File: src/rtl/hazard_ctrl.sv
// hazard_ctrl: stall and operand-forwarding control for the five-stage MIPS core.
// Tracks a shadow of each in-flight instruction's destination register, remaining
// Tnew and result source kind in E, M and W. From that shadow it derives:
// - the per-stage forward-source selects;
// - the D/E/M operand forwarding mux selects;
// - the F/D stall and the D/E flush.
// Source-kind codes come from the core header; code 0 means no result.
module hazard_ctrl (
  input  logic       clk,
  input  logic       reset,
  input  logic [4:0] D_rs,
  input  logic [4:0] D_rt,
  input  logic [1:0] D_tuse_rs,
  input  logic [1:0] D_tuse_rt,
  input  logic [4:0] D_A3,
  input  logic [1:0] D_tnew,
  input  logic [2:0] D_src,
  input  logic       D_is_md,
  input  logic       E_md_busy,
  output logic       stall,
  output logic       F_en,
  output logic       D_en,
  output logic       E_clr,
  output logic [2:0] E_fwd_src_sel,
  output logic [2:0] M_fwd_src_sel,
  output logic [2:0] W_fwd_src_sel,
  output logic [1:0] D_rs_fwd,
  output logic [1:0] D_rt_fwd,
  output logic [1:0] E_rs_fwd,
  output logic [1:0] E_rt_fwd,
  output logic [1:0] M_rt_fwd
);

  // Shadow records of the E, M and W pipeline stages.
  logic [4:0] r_E_a3, r_E_rs, r_E_rt;
  logic [1:0] r_E_tnew;
  logic [2:0] r_E_src;
  logic [4:0] r_M_a3, r_M_rt;
  logic [1:0] r_M_tnew;
  logic [2:0] r_M_src;
  logic [4:0] r_W_a3;
  logic [1:0] r_W_tnew;
  logic [2:0] r_W_src;

  logic       w_hz_rs, w_hz_rt, w_hz_md;

  // Tnew counts down one per stage and sticks at zero.
  function automatic logic [1:0] dec_tnew(input logic [1:0] t);
    return (t == 2'd0) ? 2'd0 : t - 2'd1;
  endfunction

  // A D operand must wait if a producer in E or M is not ready by the time it is used.
  function automatic logic hazard(
    input logic [4:0] r, input logic [1:0] tuse,
    input logic [4:0] ea3, input logic [1:0] etn,
    input logic [4:0] ma3, input logic [1:0] mtn
  );
    return (r != 5'd0) && (tuse != 2'd3) &&
           (((ea3 == r) && (tuse < etn)) || ((ma3 == r) && (tuse < mtn)));
  endfunction

  // Nearest matching producer wins; a matching but unready producer selects the
  // register file value, which is safe because the stall logic holds D then.
  function automatic logic [1:0] d_sel(
    input logic [4:0] r,
    input logic [4:0] ea3, input logic [1:0] etn,
    input logic [4:0] ma3, input logic [1:0] mtn,
    input logic [4:0] wa3, input logic [1:0] wtn
  );
    logic [1:0] s;
    s = 2'd0;
    if (r != 5'd0) begin
      if (ea3 == r)      s = (etn == 2'd0) ? 2'd1 : 2'd0;
      else if (ma3 == r) s = (mtn == 2'd0) ? 2'd2 : 2'd0;
      else if (wa3 == r) s = (wtn == 2'd0) ? 2'd3 : 2'd0;
    end
    return s;
  endfunction

  function automatic logic [1:0] e_sel(
    input logic [4:0] r,
    input logic [4:0] ma3, input logic [1:0] mtn,
    input logic [4:0] wa3, input logic [1:0] wtn
  );
    logic [1:0] s;
    s = 2'd0;
    if (r != 5'd0) begin
      if (ma3 == r)      s = (mtn == 2'd0) ? 2'd2 : 2'd0;
      else if (wa3 == r) s = (wtn == 2'd0) ? 2'd3 : 2'd0;
    end
    return s;
  endfunction

  function automatic logic [2:0] src_sel(input logic [4:0] a3, input logic [1:0] tn,
                                         input logic [2:0] src);
    return ((a3 != 5'd0) && (tn == 2'd0)) ? src : 3'd0;
  endfunction

  // Advance the shadow pipeline; a stall injects an empty record into E.
  always_ff @(posedge clk) begin
    if (reset) begin
      r_E_a3   <= '0;
      r_E_rs   <= '0;
      r_E_rt   <= '0;
      r_E_tnew <= '0;
      r_E_src  <= '0;
      r_M_a3   <= '0;
      r_M_rt   <= '0;
      r_M_tnew <= '0;
      r_M_src  <= '0;
      r_W_a3   <= '0;
      r_W_tnew <= '0;
      r_W_src  <= '0;
    end else begin
      if (stall) begin
        r_E_a3   <= '0;
        r_E_rs   <= '0;
        r_E_rt   <= '0;
        r_E_tnew <= '0;
        r_E_src  <= '0;
      end else begin
        r_E_a3   <= D_A3;
        r_E_rs   <= D_rs;
        r_E_rt   <= D_rt;
        r_E_tnew <= D_tnew;
        r_E_src  <= D_src;
      end
      r_M_a3   <= r_E_a3;
      r_M_rt   <= r_E_rt;
      r_M_tnew <= dec_tnew(r_E_tnew);
      r_M_src  <= r_E_src;
      r_W_a3   <= r_M_a3;
      r_W_tnew <= dec_tnew(r_M_tnew);
      r_W_src  <= r_M_src;
    end
  end

  // Stall and forwarding decisions, purely from the records and current D/MDU inputs.
  always_comb begin
    w_hz_rs = hazard(D_rs, D_tuse_rs, r_E_a3, r_E_tnew, r_M_a3, r_M_tnew);
    w_hz_rt = hazard(D_rt, D_tuse_rt, r_E_a3, r_E_tnew, r_M_a3, r_M_tnew);
    w_hz_md = D_is_md & E_md_busy;
    stall   = w_hz_rs | w_hz_rt | w_hz_md;
    F_en    = ~stall;
    D_en    = ~stall;
    E_clr   = stall;

    E_fwd_src_sel = src_sel(r_E_a3, r_E_tnew, r_E_src);
    M_fwd_src_sel = src_sel(r_M_a3, r_M_tnew, r_M_src);
    W_fwd_src_sel = src_sel(r_W_a3, r_W_tnew, r_W_src);

    D_rs_fwd = d_sel(D_rs, r_E_a3, r_E_tnew, r_M_a3, r_M_tnew, r_W_a3, r_W_tnew);
    D_rt_fwd = d_sel(D_rt, r_E_a3, r_E_tnew, r_M_a3, r_M_tnew, r_W_a3, r_W_tnew);
    E_rs_fwd = e_sel(r_E_rs, r_M_a3, r_M_tnew, r_W_a3, r_W_tnew);
    E_rt_fwd = e_sel(r_E_rt, r_M_a3, r_M_tnew, r_W_a3, r_W_tnew);
    M_rt_fwd = ((r_M_rt != 5'd0) && (r_W_a3 == r_M_rt) && (r_W_tnew == 2'd0)) ? 2'd3 : 2'd0;
  end

endmodule

File: config.mk
export PLATFORM = sky130hd
export DESIGN_NAME = hazard_ctrl
export DESIGN_NICKNAME = d
export VERILOG_FILES = /design/src/rtl/hazard_ctrl.sv
export SDC_FILE = /design/constraint.sdc
export NUM_CORES = 1
export LEC_CHECK = 0
export CAP_MARGIN = 20
export CORE_MARGIN = 2
export CORE_UTILIZATION = 48
export CTS_BUF_LIST = sky130_fd_sc_hd__clkbuf_8
export CTS_CLUSTER_SIZE = 40
export DETAILED_ROUTE_END_ITERATION = 8
export PLACE_DENSITY = 0.78
export SLEW_MARGIN = 40
export SYNTH_ARGS = -nofsm -noshare
export SYNTH_HDL_FRONTEND = slang
export SYNTH_SLANG_ARGS = --single-unit
File: constraint.sdc
create_clock -name clk -period 2.3 [get_ports clk]
set_clock_uncertainty 0.2 [all_clocks]
set_input_delay 0.46 -clock clk [delete_from_list [all_inputs] [get_ports clk]]
set_output_delay 0.46 -clock clk [all_outputs]
set_load 0.05 [all_outputs]
==> impl_results.md <==
- Status: complete, but fails checks
- Failing checks: negative setup slack
- Worst flop-to-flop path endpoint: r_E_rs[1]
- First-pass GRT wire length: 13,320 µm
- VDD IR max: 0.3768 mV
- Clk network pwr share: ~28%
- Internal power: 1507 µW
- GRT Residual Overflow: 0
- Required time of the critical path: approximately 1.6 ns
- Initial antenna violation count: 0
- Combinational share of power: 34.1%
- CTS Sinks: 45
- Core ar.: 0.005172 mm²
- CTS tree: yes
- Post-synth net total: 318
- Fmax achieved: 365.7 MHz
- Num rows: 26
- Maximum capacitance violations: 0
- Mean Syn Cell Area: 9.146 µm²
- Overall power: 2220 µW
- HP Class: register to register
- Area share of the largest cell type after synthesis: 34.68%
- CP Max Fanout: 2
- Fin worst setup slack: -0.4345 ns
- Max_slew headroom: between 70% and 80%
- Die Y-Extent: 77.56 µm
- Pwr Density: roughly 520 mW/mm²
- Synth async-reset ratio: 0%
- Final GP Congestion: 0.8648
- Crit. End Element: primary output
- Yosys top cell by area: dfxtp_1
- ANT nets after route: 0
- Worst-path clk slew: 0.09 ns
- Leak pwr: 0.001788 µW
- Clk buf depth: 2
- Post-synth EDFFs: 0
- Max-slew violations: 0
- Tcrit/Tclk final: 118.9%
- Main synth FF type: dfxtp_1
- WS Path Type: input pin to primary output
- H-Tree Depth: 2
- Period minus WS final: approximately 2.7 ns
- Routed WL: between 8000 and 9000 µm
- Worst setup endpoint: F_en
- Synthesis-to-layout area growth: 63.05%
- Clock latency on the worst-skew pair: 0.30 ns
- Crit. Startpoint: D_rt[3]
- Syn Inst Count: between 200 and 300
- N_diodes: 0
- Register share of total power: 38.5%
- Setup TNS: -4.632 ns
- Worst Path Arrival: just over 2 ns
- Worst Reg-to-Reg Cells: 8
- Sw Pwr: ~710 µW
- Root buf cell: clkbuf_8
- Placement Setup Slack: -0.8167 ns
- Area after DPL: 0.003746 mm²
- Switching share of power: 32.11%
- CTS buffer count: 5
- Mapped Area: 0.002597 mm²
- CP max stage delay: 0.54 ns
- DIE WIDTH: just under 80 µm
- Synth Register Bits: 45
- RR Startpoint: r_M_tnew[1]
- Initial core utilization: about half
- Fraction of layout cells with a size suffix above 1: 51.30%
- Design Area, Final: 0.004235 mm²
- Die area: 0.006016 mm²
- Worst Setup Start Kind: input pin
- GRT Total Usage: roughly 28%
- Pin count of the biggest net entering global routing: 23
- Initial DRT Pass Iterations: 4
- Vias per inst: 5.562
- 1st-iter DRT viols: 189
- Via Count: 2,525
- Final hold vios: 0
- Crit-path cells: buf_6, or4_4, nor2_4, and3b_1, o2bb2ai_2, buf_4, nor3_4, buf_12
- Final setup fails: 20
- Unrepaired setup endpoints after global routing: true
- DP HPWL: between 5000 and 6000 µm
- Yosys warnings: 0
- Fin nets: between 400 and 500
- Io pins: 51
- # DRC: 0
- WL/cell: ~19 µm
- I/O Buffers: 50
- Cts hold-fix bufs: 0
- Vias in the first global route: around 2,700
- CP max stage cell: or4_4
- Worst Tran Pin Value: 0.3543 ns
- Synth top area cells: dfxtp_1 (35%), xor2_1 (11%), nor4_2 (9.2%)
- Synth cell types: 39
- Post-synthesis sequential area ratio: about a third
- Reg2Reg Setup Slack: 0.11 ns
==> power groups by stage <==
stage	Clock, µW	Sequential [µW]	Combinational, µW
global route	649	859	794
CTS	612	851	710
detailed placement	0	866	661
global placement	0	865	648
finish	609	854	756
floorplan	0	854	376
==> registers in the layout, summed over array words and instances, names as in the netlist, 3 cells and up <==
signal,count
r_E_a3,5
r_E_rs,5
r_E_rt,5
r_E_src,3
r_M_a3,5
r_M_rt,5
r_M_src,3
r_W_a3,5
r_W_src,3
==> worst min path at each step <==
stage                      from           to  cells past startpoint
floorplan           r_M_tnew[0]  r_W_tnew[0]                      1
global placement    r_M_tnew[0]  r_W_tnew[0]                      1
detailed placement  r_M_tnew[0]  r_W_tnew[0]                      1
CTS                 r_M_tnew[0]  r_W_tnew[0]                      1
global route        r_M_tnew[0]  r_W_tnew[0]                      1
finish              r_M_tnew[0]  r_W_tnew[0]                      1
==> per-layer routing <==
metal  vias up  track usage (%)  share of wire, %
li1       1142                -                 -
met1      1207            31.30                36
met2       133            54.00                53
met3        43            4.070               6.1
met4         0            11.96               4.9
met5         -                0                 0
==> metrics by stage <==
step	cells	util, %	hold WS (ns)
final	454	81.88	0.2618
after global routing	454	81.88	0.2934
after CTS	452	79.54	0.2393
after detailed placement	437	72.42	0.2153
after global placement	437	72.42	0.2104
after floorplan	284	-	0.1975
==> logic make-up (layout without fill, tap and decap cells) <==
logic type / after synthesis / after routing / synth area share (%)
compound gates: 16 / 16 / 4.527
xor+xnor: 55 / 55 / 18.55
fa+ha+maj: 6 / 6 / 2.890
buf+inv: 34 / 134 / 6.358
flops: 45 / 45 / 34.68
mux: 2 / 2 / 0.7707
simple gates: 126 / 126 / 32.23
==> area by class of cell <==
class	instances	area (µm²)
fillers	262	937.1
multi-input cells	205	1869
clock buffers	5	68.82
repair buffers	116	1191
flip-flops and latches	45	934.6
inverters	10	37.54
well taps	70	87.58
clock inverters	3	46.29
==> what timing repair did <==
| action | 4_1_cts | 5_1_grt |
|---|---|---|
| buffers inserted | 7 | 4 |
| gates resized for setup | 101 | 35 |
| pin swaps | 37 | 25 |
| setup endpoints to repair | 43 | 24 |
==> cells in the mapped netlist (all sizes together) (6+ instances only) <==
library cell and number:
ha 6, nor2b 15, inv 10, clkbuf 14, buf 10, xnor2 23
nor2 21, nor4 24, xor2 32, nand2b 20, dfxtp 45, nor3 16
==> layout by cell type (no fill, tap or decap), drive strengths merged, types with 2 or more instances in the layout <==
| cell | n |
|---|---|
| nor3 | 16 |
| xnor2 | 23 |
| nand2b | 20 |
| xor2 | 32 |
| o21ai | 5 |
| and2 | 4 |
| nor4 | 24 |
| nand2 | 5 |
| a31o | 2 |
| dfxtp | 45 |
| or4 | 4 |
| clkbuf | 5 |
| nor2 | 21 |
| buf | 99 |
| nor2b | 15 |
| a21oi | 5 |
| ha | 6 |
| mux2i | 2 |
| inv | 10 |
| nand3b | 2 |
| nand4 | 4 |
| nand3 | 5 |
| clkdlybuf4s50 | 14 |
==> critical path, delay by kind of cell <==
family,cells,cell delay [ns]
buf+inv,3,0.42
simple gates,4,1.07
compound gates,1,0.13
(Power assumes the default switching activity.)
